`src/rtl/ll_fifo_drain_arbiter.sv`:
```
// Drains a shared linked-list multi-queue FIFO: round-robin pop over non-empty enabled queues into a 2-entry skid buffer.
// Latency 1 cycle pop-to-out_valid; pops stall whenever the buffer holds 2 words, independent of out_ready.
module ll_fifo_drain_arbiter #(
    parameter int WIDTH     = 4,
    parameter int NUM_FIFOS = 2,
    parameter int SEL_WIDTH = (NUM_FIFOS > 1) ? $clog2(NUM_FIFOS) : 1,
    parameter int CNT_WIDTH = 16
) (
    input  logic                 clk,
    input  logic                 rst,
    input  logic [NUM_FIFOS-1:0] fifo_empty,
    input  logic [WIDTH-1:0]     fifo_data,
    output logic                 fifo_pop,
    output logic [SEL_WIDTH-1:0] fifo_pop_sel,
    input  logic [NUM_FIFOS-1:0] q_enable,
    input  logic                 stop,
    output logic                 out_valid,
    input  logic                 out_ready,
    output logic [WIDTH-1:0]     out_data,
    output logic [SEL_WIDTH-1:0] out_qid,
    output logic                 idle,
    output logic [CNT_WIDTH-1:0] pop_total
);

    localparam int PAD = 1 << SEL_WIDTH;
    localparam logic [SEL_WIDTH-1:0] LAST_Q = SEL_WIDTH'(NUM_FIFOS - 1);

    logic [SEL_WIDTH-1:0] rr_ptr_q, rr_ptr_d;
    logic                 wr_idx_q, wr_idx_d;
    logic                 rd_idx_q, rd_idx_d;
    logic [1:0]           occ_q, occ_d;
    logic [CNT_WIDTH-1:0] pop_total_q, pop_total_d;
    logic [WIDTH-1:0]     buf_dat_q [2];
    logic [WIDTH-1:0]     buf_dat_d [2];
    logic [SEL_WIDTH-1:0] buf_qid_q [2];
    logic [SEL_WIDTH-1:0] buf_qid_d [2];

    logic [PAD-1:0]       elig;
    logic                 grant_vld;
    logic [SEL_WIDTH-1:0] grant_q;
    logic [SEL_WIDTH-1:0] scan_q;
    logic                 pop;
    logic                 accept;

    // Select codes beyond NUM_FIFOS stay zero so they can never win the scan.
    always_comb begin
        elig = '0;
        elig[NUM_FIFOS-1:0] = ~fifo_empty & q_enable;
    end

    always_comb begin
        grant_vld = 1'b0;
        grant_q   = rr_ptr_q;
        scan_q    = rr_ptr_q;
        for (int i = 0; i < NUM_FIFOS; i++) begin
            if (!grant_vld && elig[scan_q]) begin
                grant_vld = 1'b1;
                grant_q   = scan_q;
            end
            scan_q = (scan_q == LAST_Q) ? '0 : scan_q + SEL_WIDTH'(1);
        end
    end

    assign pop    = ~rst & ~stop & grant_vld & ~occ_q[1];
    assign accept = (occ_q != 2'd0) & out_ready;

    always_comb begin
        rr_ptr_d    = rr_ptr_q;
        wr_idx_d    = wr_idx_q ^ pop;
        rd_idx_d    = rd_idx_q ^ accept;
        occ_d       = occ_q;
        pop_total_d = pop_total_q;
        buf_dat_d   = buf_dat_q;
        buf_qid_d   = buf_qid_q;
        if (pop) begin
            rr_ptr_d            = (grant_q == LAST_Q) ? '0 : grant_q + SEL_WIDTH'(1);
            buf_dat_d[wr_idx_q] = fifo_data;
            buf_qid_d[wr_idx_q] = grant_q;
            if (pop_total_q != '1) begin
                pop_total_d = pop_total_q + CNT_WIDTH'(1);
            end
        end
        case ({pop, accept})
            2'b10:   occ_d = occ_q + 2'd1;
            2'b01:   occ_d = occ_q - 2'd1;
            default: occ_d = occ_q;
        endcase
    end

    always_ff @(posedge clk) begin
        if (rst) begin
            rr_ptr_q    <= '0;
            wr_idx_q    <= 1'b0;
            rd_idx_q    <= 1'b0;
            occ_q       <= 2'd0;
            pop_total_q <= '0;
        end else begin
            rr_ptr_q    <= rr_ptr_d;
            wr_idx_q    <= wr_idx_d;
            rd_idx_q    <= rd_idx_d;
            occ_q       <= occ_d;
            pop_total_q <= pop_total_d;
        end
    end

    // Payload storage is qualified by occ, so it needs no reset.
    always_ff @(posedge clk) begin
        buf_dat_q <= buf_dat_d;
        buf_qid_q <= buf_qid_d;
    end

    assign fifo_pop     = pop;
    assign fifo_pop_sel = (NUM_FIFOS == 1) ? '0 : (pop ? grant_q : rr_ptr_q);
    assign out_valid    = (occ_q != 2'd0);
    assign out_data     = buf_dat_q[rd_idx_q];
    assign out_qid      = (NUM_FIFOS == 1) ? '0 : buf_qid_q[rd_idx_q];
    assign idle         = stop & (occ_q == 2'd0);
    assign pop_total    = pop_total_q;

endmodule

```
`config.mk`:
```
export PLATFORM = sky130hd
export DESIGN_NAME = ll_fifo_drain_arbiter
export DESIGN_NICKNAME = d
export VERILOG_FILES = /design/src/rtl/ll_fifo_drain_arbiter.sv
export SDC_FILE = /design/constraint.sdc
export NUM_CORES = 1
export LEC_CHECK = 0
export BUFFER_PORTS_ARGS = -buffer_cell sky130_fd_sc_hd__buf_2
export CAP_MARGIN = 5
export CORE_ASPECT_RATIO = 0.9
export CORE_MARGIN = 8
export CORE_UTILIZATION = 59
export CTS_BUF_LIST = sky130_fd_sc_hd__clkbuf_4 sky130_fd_sc_hd__clkbuf_8
export CTS_CLUSTER_DIAMETER = 60
export DETAILED_ROUTE_END_ITERATION = 10
export GPL_ROUTABILITY_DRIVEN = 0
export MAX_ROUTING_LAYER = met4
export PLACE_DENSITY = 0.83
export SLEW_MARGIN = 20
export SYNTH_ARGS = -nofsm -noshare
export SYNTH_HDL_FRONTEND = slang
export SYNTH_SLANG_ARGS = --single-unit
export TNS_END_PERCENT = 50
```
`constraint.sdc`:
```
create_clock -name clk -period 3.4 [get_ports clk]
set_input_delay 0.85 -clock clk [delete_from_list [all_inputs] [get_ports clk]]
set_output_delay 0.85 -clock clk [all_outputs]
set_load 0.1 [all_outputs]
```
Yosys cells after proc, flatten, opt, wreduce, memory -nomap -nowiden
Cells that the tools add are included.
W data, S select, Z words.
Cells by class
  add/sub/neg operators: 5
  $mul: 0
  divide/modulo/power cells: 0
  order comparisons: 5
  eq/ne operators: 3
  shifts and indexed selects: 0
  muxes and demuxes: 23
  bitwise operators: 14
  reduce and logical (&&, ||, !) cells: 7
Operator list (count)
  $add A16 B1 Y16 const B: 1
  $mux W4: 4
  $ne A16 B16 Y1 const B: 1
  $mux W1: 14
  $bwmux W8: 1
  $and A1 B1 Y1: 5
  $demux W4 S1: 1
  $ge A2 B2 Y1 const B: 2
  $lt A1 B2 Y1 const B: 2
  $not A1 Y2: 2
  $pmux W2 S2: 1
  $reduce_bool A2 Y1: 2
  $not A1 Y1: 3
  $add A1 B1 Y1 const B: 2
  $add A2 B1 Y2 const B: 1
  $and A2 B2 Y2: 1
  $bwmux W2: 1
  $eq A2 B1 Y1 const B: 1
  $eq A2 B2 Y1 const B: 1
  $logic_and A1 B1 Y1: 2
  $logic_not A2 Y1: 1
  $lt A2 B1 Y1 const B: 1
  $not A2 Y2: 1
  $reduce_and A2 Y1: 1
  4 further kinds: 5
Storage, ports and cells
  register bits: 31
  bits in latches: 0
  bits in writable memories: 0
  memory bits (read-only): 0
  output and inout port bits: 25
  logic and storage cells: 66
  memories kept: 0

Logic depth before layout (Yosys ltp)
Gate-level depths: netlist of run 1.
  word-level depth: 12
  gate-level depth with buffers: 8

Worst setup path before layout of run 1
OpenSTA, ideal clock, no wires.
  kind: input to output
  start point: in rst
  end point: out fifo_pop_sel
  arrival: 2.588 ns
  data required time: 2.550 ns
  path slack: -0.038 ns
  stages on the path: 4
  cell sequence: buf_6 nor3_4 a21oi_1 nor2_1
Between the ends
  longest elaborated chain between the ends: 5
Ends and longest elaborated chain
  start: declaration: line 10  | input logic rst,
  $not A1 Y1: line 64  | assign pop = ~rst & ~stop & grant_vld & ~occ_q[1];
  $and A1 B1 Y1 (3 in a row): line 64
  $mux W1: line 113  | assign fifo_pop_sel = (NUM_FIFOS == 1) ? '0 : (pop ? grant_q : rr_ptr_q);
  end: declaration: line 14  | output logic [SEL_WIDTH-1:0] fifo_pop_sel,
Every way passes these cells.

Worst setup path in the final report of run 1
  start point: in rst
  end point: out fifo_pop
Between the ends
  longest elaborated chain between the ends: 4
Ends and longest elaborated chain
  $not A1 Y1: line 64
  $and A1 B1 Y1 (3 in a row): line 64
  end: declaration: line 13  | output logic fifo_pop,
Every way passes these cells.

==> impl_metrics.ini, run 1 <==
[cts]
hold_buffers = 0
cts.sinks = 31
clk_pin_slew_ns = 0.11
cts_tree = yes
htreeDepth = 2
ctsResizeCount = 0
post_cts_buffers = 0
clock_path_buffers = 2
cts_buffers = 5
clockRootBuffer = clkbuf_4
clock_latency_ns = 0.35

[timing]
setup_viol = 0
final-hold-violation-count = 0
fin_ws_ns = 0.494
holdWs_ns = 0.528
slew_headroom_pct = 57.4
tns_ns = 0
post-route-min-period_ns = 2.91
finalMaxSlewViolations = 0
fin_skew_ns = 0.0140
fmax_mhz = 344
finalCritPeriodShare_pct = 85.5
tightest_slew_ns = 0.639
rsz0062_at_grt = false

[synthesis]
yosys.area.top_type = dfxtp_1
yosys.area.top_type_share_pct = 27.8
async_flop_share_pct = 0
synth_ff_type = dfxtp_1
syn_nets = 164
yosys_warnings = 0
syn_area_um2 = 1510
synth_cells = 148
syn_area_per_cell_um2 = 10.2
netlist-cell-type-count = 48
synth_edf_count = 10
ys_ff_latch = 31
yosysSeqAreaShare_pct = 47.6
synth_area_leaders = dfxtp_1 (28%), edfxtp_1 (20%), mux2_2 (3.7%)

[global_route]
grt_max_degree = 18
overflow = 0
first_global_vias = 1216
track_usage_pct = 16.5
antenna_found_initial = 0
grt_pass1_wl_um = 5870

[drt]
firstDrtPassIters = 4
drc = 0
via_count = 1326
met3_length_um = 227
ant_nets = 0
vias_per_cell = 6.11
wl_met1_um = 1610
finalWirelength_um = 3450
dr_wl_met2_um = 1560
wire_per_inst_um = 15.9
dr.max_layer_used = met4
drtIter0Drc = 102

[cells_and_area]
layout-drive-gt1-share_pct = 30.2
fill_cells = 193
syn2layout_area_growth_pct = 18.8
seqCellArea_um2 = 721
final_nets = 204
multi_input_area_um2 = 744
n_antenna_cell = 0

[worst_hold_path]
hold_path.class = reg -> reg

[worst_setup_path]
crit_family = buffers and inverters
crit_fanout = 7
cp_cell_sequence = buf_2 -> nor3_4 -> a21boi_2 -> buf_2
start_kind = input pin
cp_num_buf_inv = 2
cp-end-kind = output port
cp_common_cell = buf_2
worstSetupPathType = in -> out
crit_required_ns = 2.55
crit_arrival_ns = 2.06
cp_slowest_cell = buf_2
cp_slowest_stage_delay_ns = 0.47

[power]
leakage_nw = 0.717
ir_worst_vdd_mv = 0.602
p_per_area_nw_per_um2 = 497

[floorplan]
start_util_pct = 61.9
rows = 17
coreArea_um2 = 2450
chipWidth_um = 69.4
io_pins = 37
dieArea_um2 = 4450
die_h_um = 64.1

[status]
outcome = completed

[flow_run]
cap_violations = 0

[placement]
port_buffers = 36
dp_hpwl_um = 2580
dp_slack_ns = 0.490
-- layout make-up --
class                           count  area share [%]
Inverter                            5            1.04
Tap cell                           28            1.95
Multi-Input combinational cell    106            41.4
Clock buffer                        5            2.09
Sequential cell                    31            40.1
Timing Repair Buffer               39            11.3
Clock inverter                      3            2.16
-- power by group --
part | internal (mW) | switching (mW)
sequential | 0.394 | 0.0130
combinational | 0.0467 | 0.158
clock | 0.151 | 0.132
-- tightest hold or removal path, delay by kind of cell, from the launching register on --
family / cells / cell delay [ns]
flip-flops: 1 / 0.36
AO/OA/AOI/OAI: 2 / 0.13
-- cell families after synthesis --
| kind of cell | share of synthesized area (%) |
|---|---|
| AOI/OAI and AO/OA | 20.3 |
| buffers and inverters | 3.39 |
| and+or+nand+nor | 19.2 |
| adders and majority gates | 3.31 |
| xor gates and xnor gates | 1.74 |
| muxes | 4.46 |
| DFF | 47.6 |
-- per-stage QoR --
step | utilization, % | total power [mW] | instances | cell area (um2)
finish | 73.5 | 0.894 | 217 | 1800
global route | 73.5 | 0.927 | 217 | 1800
CTS | 73.5 | 0.895 | 217 | 1800
detailed placement | 70.4 | 0.619 | 209 | 1720
global placement | 70.4 | 0.613 | 209 | 1720
floorplan | - | 0.585 | 148 | 1520
-- worst paths after layout --
path                                                 start                    endpoint  slack, ns  cells past startpoint
worst max-delay path                                   rst                    fifo_pop       0.49                      4
worst min-delay path            pop_total[11]$_SDFFE_PP0P_  pop_total[11]$_SDFFE_PP0P_       0.53                      2
worst max register to register       occ_q[1]$_SDFFE_PP0P_       occ_q[1]$_SDFFE_PP0P_       1.41                      6
worst min register to register  pop_total[11]$_SDFFE_PP0P_  pop_total[11]$_SDFFE_PP0P_       0.53                      2
-- layer usage --
layer | global-route usage [%] | vias up
li1 | - | 658
met1 | 19.7 | 620
met2 | 24.5 | 43
met3 | 5.09 | 5
met4 | 8.70 | 0
met5 | - | -
-- registers in the layout (all words and copies together) (netlist names) --
signal and count:
rr_ptr_q 1, rd_idx_q 1, wr_idx_q 1, occ_q 2, buf_dat_q 8, buf_qid_q 2, pop_total 16
-- Yosys cell counts (2+ instances only) --
cell / number
ha_1: 4
o311ai_1: 2
xnor2_1: 2
inv_1: 4
nor3_1: 3
or4_1: 4
o21ai_1: 3
or3_1: 4
and4_1: 2
nor2b_1: 2
a21oi_1: 11
o211a_1: 2
and3_1: 3
edfxtp_1: 10
nand3_1: 5
mux2_2: 5
a211oi_1: 2
dfxtp_1: 21
nor4_1: 2
nand2b_1: 2
clkbuf_1: 3
buf_2: 2
o41ai_1: 2
nor2_1: 9
nand2_1: 7
o21ai_0: 3
nand4_1: 4
a41oi_1: 2
o31ai_1: 4
-- placed cells by master, fill, tap and decap left out, drive strengths merged, types with 5 or more instances in the layout --
master	netlist	final
nor2	9	9
mux2	6	6
edfxtp	10	10
dfxtp	21	21
clkbuf	3	5
a21oi	11	11
o21ai	6	6
inv	5	5
buf	3	39
nand2	7	7
nand3	5	5
Note: power is estimated with default switching activity, not from simulation.
==> run 2, diff against run 1 <==
Settings changed: CORE_ASPECT_RATIO 0.9 to unset, GPL_TIMING_DRIVEN set to 0, HOLD_SLACK_MARGIN set to 0.1.
==> run 2 against run 1 <==
Net effect:
- non-clock buffer count up 2
- clock skew shrank 0.0038 ns
- die area barely moved
- count of clock-buffer cells in the layout unchanged
- final area rose by 0.42%
- worst hold slack gained 0.0050 ns
- largest power group unchanged
- total power barely moved
- fmax decreased by 1.4%
- via count up 1.9%
- critical path depth unchanged
==> impl_metrics.ini, run 2 (synthesis results as in run 1) <==
[drt]
ant_nets = 0
via_count = 1351
finalWirelength_um = 3700
drc = 0
vias_per_cell = 6.11
drtIter0Drc = 72
wire_per_inst_um = 16.7
firstDrtPassIters = 5

[cells_and_area]
n_antenna_cell = 0
largest_reg_flops = 16
seqCellArea_um2 = 721
layout-drive-gt1-share_pct = 29.3
fill_cells = 180
multi_input_area_um2 = 744
syn2layout_area_growth_pct = 19.3
layout_common_cells = buf_2 (37), dfxtp_1 (21), a21oi_1 (11)
final_common_cell = buf_2
final_nets = 206

[cts]
clock_latency_ns = 0.34
cts_buffers = 5
clk_pin_slew_ns = 0.09
post_cts_buffers = 0
cts.sinks = 31
cts_tree = yes
ctsResizeCount = 0
clock_path_buffers = 2
clockRootBuffer = clkbuf_4
htreeDepth = 2
hold_buffers = 0

[global_route]
first_global_vias = 1337
antenna_found_initial = 0
grt_max_degree = 11
grt_pass1_wl_um = 5980
overflow = 0
track_usage_pct = 17.9

[worst_hold_path]
hold_path.class = reg -> reg
holdPathEnd = pop_total[15]$_SDFFE_PP0P_
min_from = pop_total[15]$_SDFFE_PP0P_
min_path_cells = 2

[power]
ir_worst_vdd_mv = 0.431
power.total_mw = 0.894
leakage_nw = 0.718
p_per_area_nw_per_um2 = 495

[timing]
slew_headroom_pct = 66.8
holdWs_ns = 0.533
fin_skew_ns = 0.0101
finalMaxSlewViolations = 0
setup_viol = 0
finalCritPeriodShare_pct = 86.7
final-hold-violation-count = 0
tns_ns = 0
fmax_mhz = 339
fin_ws_ns = 0.452
tightest_slew_ns = 0.494
post-route-min-period_ns = 2.95
rsz0062_at_grt = false

[floorplan]
io_pins = 37
rows = 18
dieArea_um2 = 4440
die_h_um = 66.7
coreArea_um2 = 2450
start_util_pct = 61.7
chipWidth_um = 66.7

[worst_setup_path]
rrSetupSlack_ns = 1.32
worstSetupPathType = in -> out
rr_endpoint = occ_q[1]$_SDFFE_PP0P_
start_kind = input pin
crit_arrival_ns = 2.10
crit_fanout = 9
ff2ff_path_depth = 6
crit_required_ns = 2.55
r2r_start = occ_q[1]$_SDFFE_PP0P_
cp-end-kind = output port

[status]
outcome = completed

[placement]
dp_slack_ns = 0.467
dp_hpwl_um = 2750
port_buffers = 35

[flow_run]
cap_violations = 0
## run 2: cell count changes in the layout (fill, tap and decap cells not counted), sizes merged
cell,change
clkbuf,+3
buf,-1
## run 2: cell type report
class                   count  share of cell area (%)
multi-input cells         106                    41.2
well taps                  30                    2.08
plain buffers               6                    1.80
clock inverters             3                    2.15
flip-flops and latches     31                    39.9
inverters                   5                    1.04
repair buffers             35                    9.70
clock buffers               5                    2.08
## run 2: metrics by stage
step,std cells,cell area (um2),util (%)
floorplan,148,1520,-
global placement,213,1730,70.4
detailed placement,213,1730,70.4
CTS,221,1810,73.5
global route,221,1810,73.5
finish,221,1810,73.5
## run 2: layer usage
layer	wire length, um	vias up	track usage, %
met3	215	5	4.53
met5	0	-	-
met1	1560	646	18.4
li1	-	653	-
met4	48	0	9.07
met2	1880	47	30.8
## run 2: how the worst max path moves through the flow
stage               start               endpoint  depth (start not counted)
floorplan             rst  occ_q[1]$_SDFFE_PP0P_                          7
global placement      rst               fifo_pop                          4
detailed placement    rst               fifo_pop                          4
CTS                   rst               fifo_pop                          4
global route          rst               fifo_pop                          4
finish                rst               fifo_pop                          4
## run 2: power breakdown
group	total, mW	switching, mW	internal (mW)	leakage (nW)
sequential	0.402	0.00881	0.394	0.261
combinational	0.211	0.164	0.0470	0.415
clock	0.281	0.130	0.151	0.0426
## run 2: critical path, stage by stage
cell      delay, ns
buf_6          0.12
nor3_4         0.31
a21boi_2       0.32
buf_2          0.48
==> run 3, diff against run 2 <==
Settings changed: CORE_UTILIZATION 59 to 49, PLACE_DENSITY 0.83 to 0.73.
Clock period 3.4 ns to 2.5 ns, I/O delays scaled along.
==> run 3 against run 2 <==
Net effect:
- via count is 0.74% higher
- combinational power is 40% higher
- critical path depth stayed put
- critical endpoint unchanged
- largest power group unchanged
==> impl_metrics.ini, run 3 (synthesis results as in run 1) <==
[timing]
post-route-min-period_ns = 2.43
setup_viol = 0
slew_headroom_pct = 66.9
fin_skew_ns = 0.00684
fmax_mhz = 411
tightest_slew_ns = 0.499
rsz0062_at_grt = false
finalCritPeriodShare_pct = 97.2
holdWs_ns = 0.490
fin_ws_ns = 0.0694
final-hold-violation-count = 0
tns_ns = 0
finalMaxSlewViolations = 0

[worst_setup_path]
crit_required_ns = 1.88
crit_family = buffers and inverters
cp-end-kind = output port
crit_fanout = 7
start_kind = input pin
cp_num_buf_inv = 2
cp_cell_sequence = buf_2 -> nor3_4 -> a21boi_4 -> buf_2
cp_common_cell = buf_2
cp_slowest_cell = buf_2
worstSetupPathType = in -> out
crit_arrival_ns = 1.81
cp_slowest_stage_delay_ns = 0.46

[worst_hold_path]
hold_path.class = in -> reg

[cells_and_area]
largest_reg_flops = 16
fin_cells = 224
n_antenna_cell = 0
syn2layout_area_growth_pct = 20.2
layout_common_cells = buf_2 (37), dfxtp_1 (21), a21oi_1 (11)
final_common_cell = buf_2
final_nets = 206
layout-drive-gt1-share_pct = 30.4

[floorplan]
rows = 20
io_pins = 37
die_h_um = 71.6
coreArea_um2 = 3000
start_util_pct = 50.4
chipWidth_um = 71.6
dieArea_um2 = 5120

[power]
combPwrFrac_pct = 26.4
p_per_area_nw_per_um2 = 613
p_int_mw = 0.720
p_sw_mw = 0.396
leakage_nw = 0.712
sw_frac_of_total_pct = 35.5
p_clk_share_pct = 24.7
power.total_mw = 1.12
ir_worst_vdd_mv = 0.269
share_seq_of_total_power_pct = 48.9

[flow_run]
cap_violations = 0

[drt]
finalWirelength_um = 3550
wire_per_inst_um = 15.8
drc = 0
via_count = 1361
ant_nets = 0
firstDrtPassIters = 4
drtIter0Drc = 49
vias_per_cell = 6.08

[cts]
post_cts_buffers = 0
cts.sinks = 31
cts_tree = yes
clock_latency_ns = 0.32
clk_pin_slew_ns = 0.09
cts_buffers = 5
clockRootBuffer = clkbuf_4
htreeDepth = 2
clock_path_buffers = 2

[global_route]
overflow = 0
track_usage_pct = 13.8
antenna_found_initial = 0
first_global_vias = 1331
grt_max_degree = 11
grt_pass1_wl_um = 5510

[status]
outcome = completed

[placement]
place_inst = 216
dp_hpwl_um = 2730
dp_slack_ns = 0.0620
port_buffers = 35
-- run 3: final timing paths --
check / start / end / slack, ns / depth (start not counted)
hold / removal: fifo_data[0] / buf_dat_q[4]$_DFFE_PP_ / 0.49 / 1
setup / recovery: stop / fifo_pop / 0.07 / 4
setup reg to reg: pop_total[0]$_SDFFE_PP0P_ / pop_total[1]$_SDFFE_PP0P_ / 0.64 / 6
hold reg to reg: pop_total[11]$_SDFFE_PP0P_ / pop_total[11]$_SDFFE_PP0P_ / 0.54 / 2
-- run 3: final cells by class --
class                      count  area, um2
buffer                         6       32.5
clock buffer                   6       45.0
clock inverter                 2       7.51
fill                         287       1180
inverter                       5       18.8
multi-input combinational    106        779
sequential                    31        721
tap                           33       41.3
timing repair buffer          35        175
-- run 3: power by group through the flow --
stage	Sequential [mW]	Combinational, mW	Clock [mW]
5_1_grt	0.549	0.310	0.303
4_1_cts	0.546	0.297	0.283
6_report	0.546	0.295	0.275
2_1_floorplan	0.566	0.242	0
3_5_place_dp	0.558	0.296	0
3_3_place_gp	0.556	0.292	0
-- run 3: worst reg2reg max path: stages, from the launching register on --
cell and delay (ns):
dfxtp_1 0.41, ha_1 0.25, nand4_1 0.18, nor4_1 0.25
buf_2 0.27, nor2_1 0.07, mux2_1 0.32
-- run 3: timing repair --
| action | 4_1_cts | 5_1_grt |
|---|---|---|
| gates resized for setup | 0 | 1 |
| hold endpoints to repair | 0 | 0 |
| hold buffers | 0 | 0 |
| endpoints found under the setup margin | 0 | 1 |
-- run 3: metrics by stage --
stage	util, %	instance area [um2]
floorplan	-	1550
global placement	58.8	1770
detailed placement	58.8	1770
CTS	60.5	1820
global route	60.6	1820
finish	60.6	1820
-- run 3: layer usage --
metal | vias to the layer above | wire length (um) | share of wire [%] | global-route usage (%)
met2 | 49 | 1780 | 50 | 24.3
met3 | 7 | 209 | 5.9 | 4.04
met1 | 645 | 1500 | 42 | 13.2
met5 | - | 0 | 0 | -
li1 | 660 | - | - | -
met4 | 0 | 63 | 1.8 | 7.71
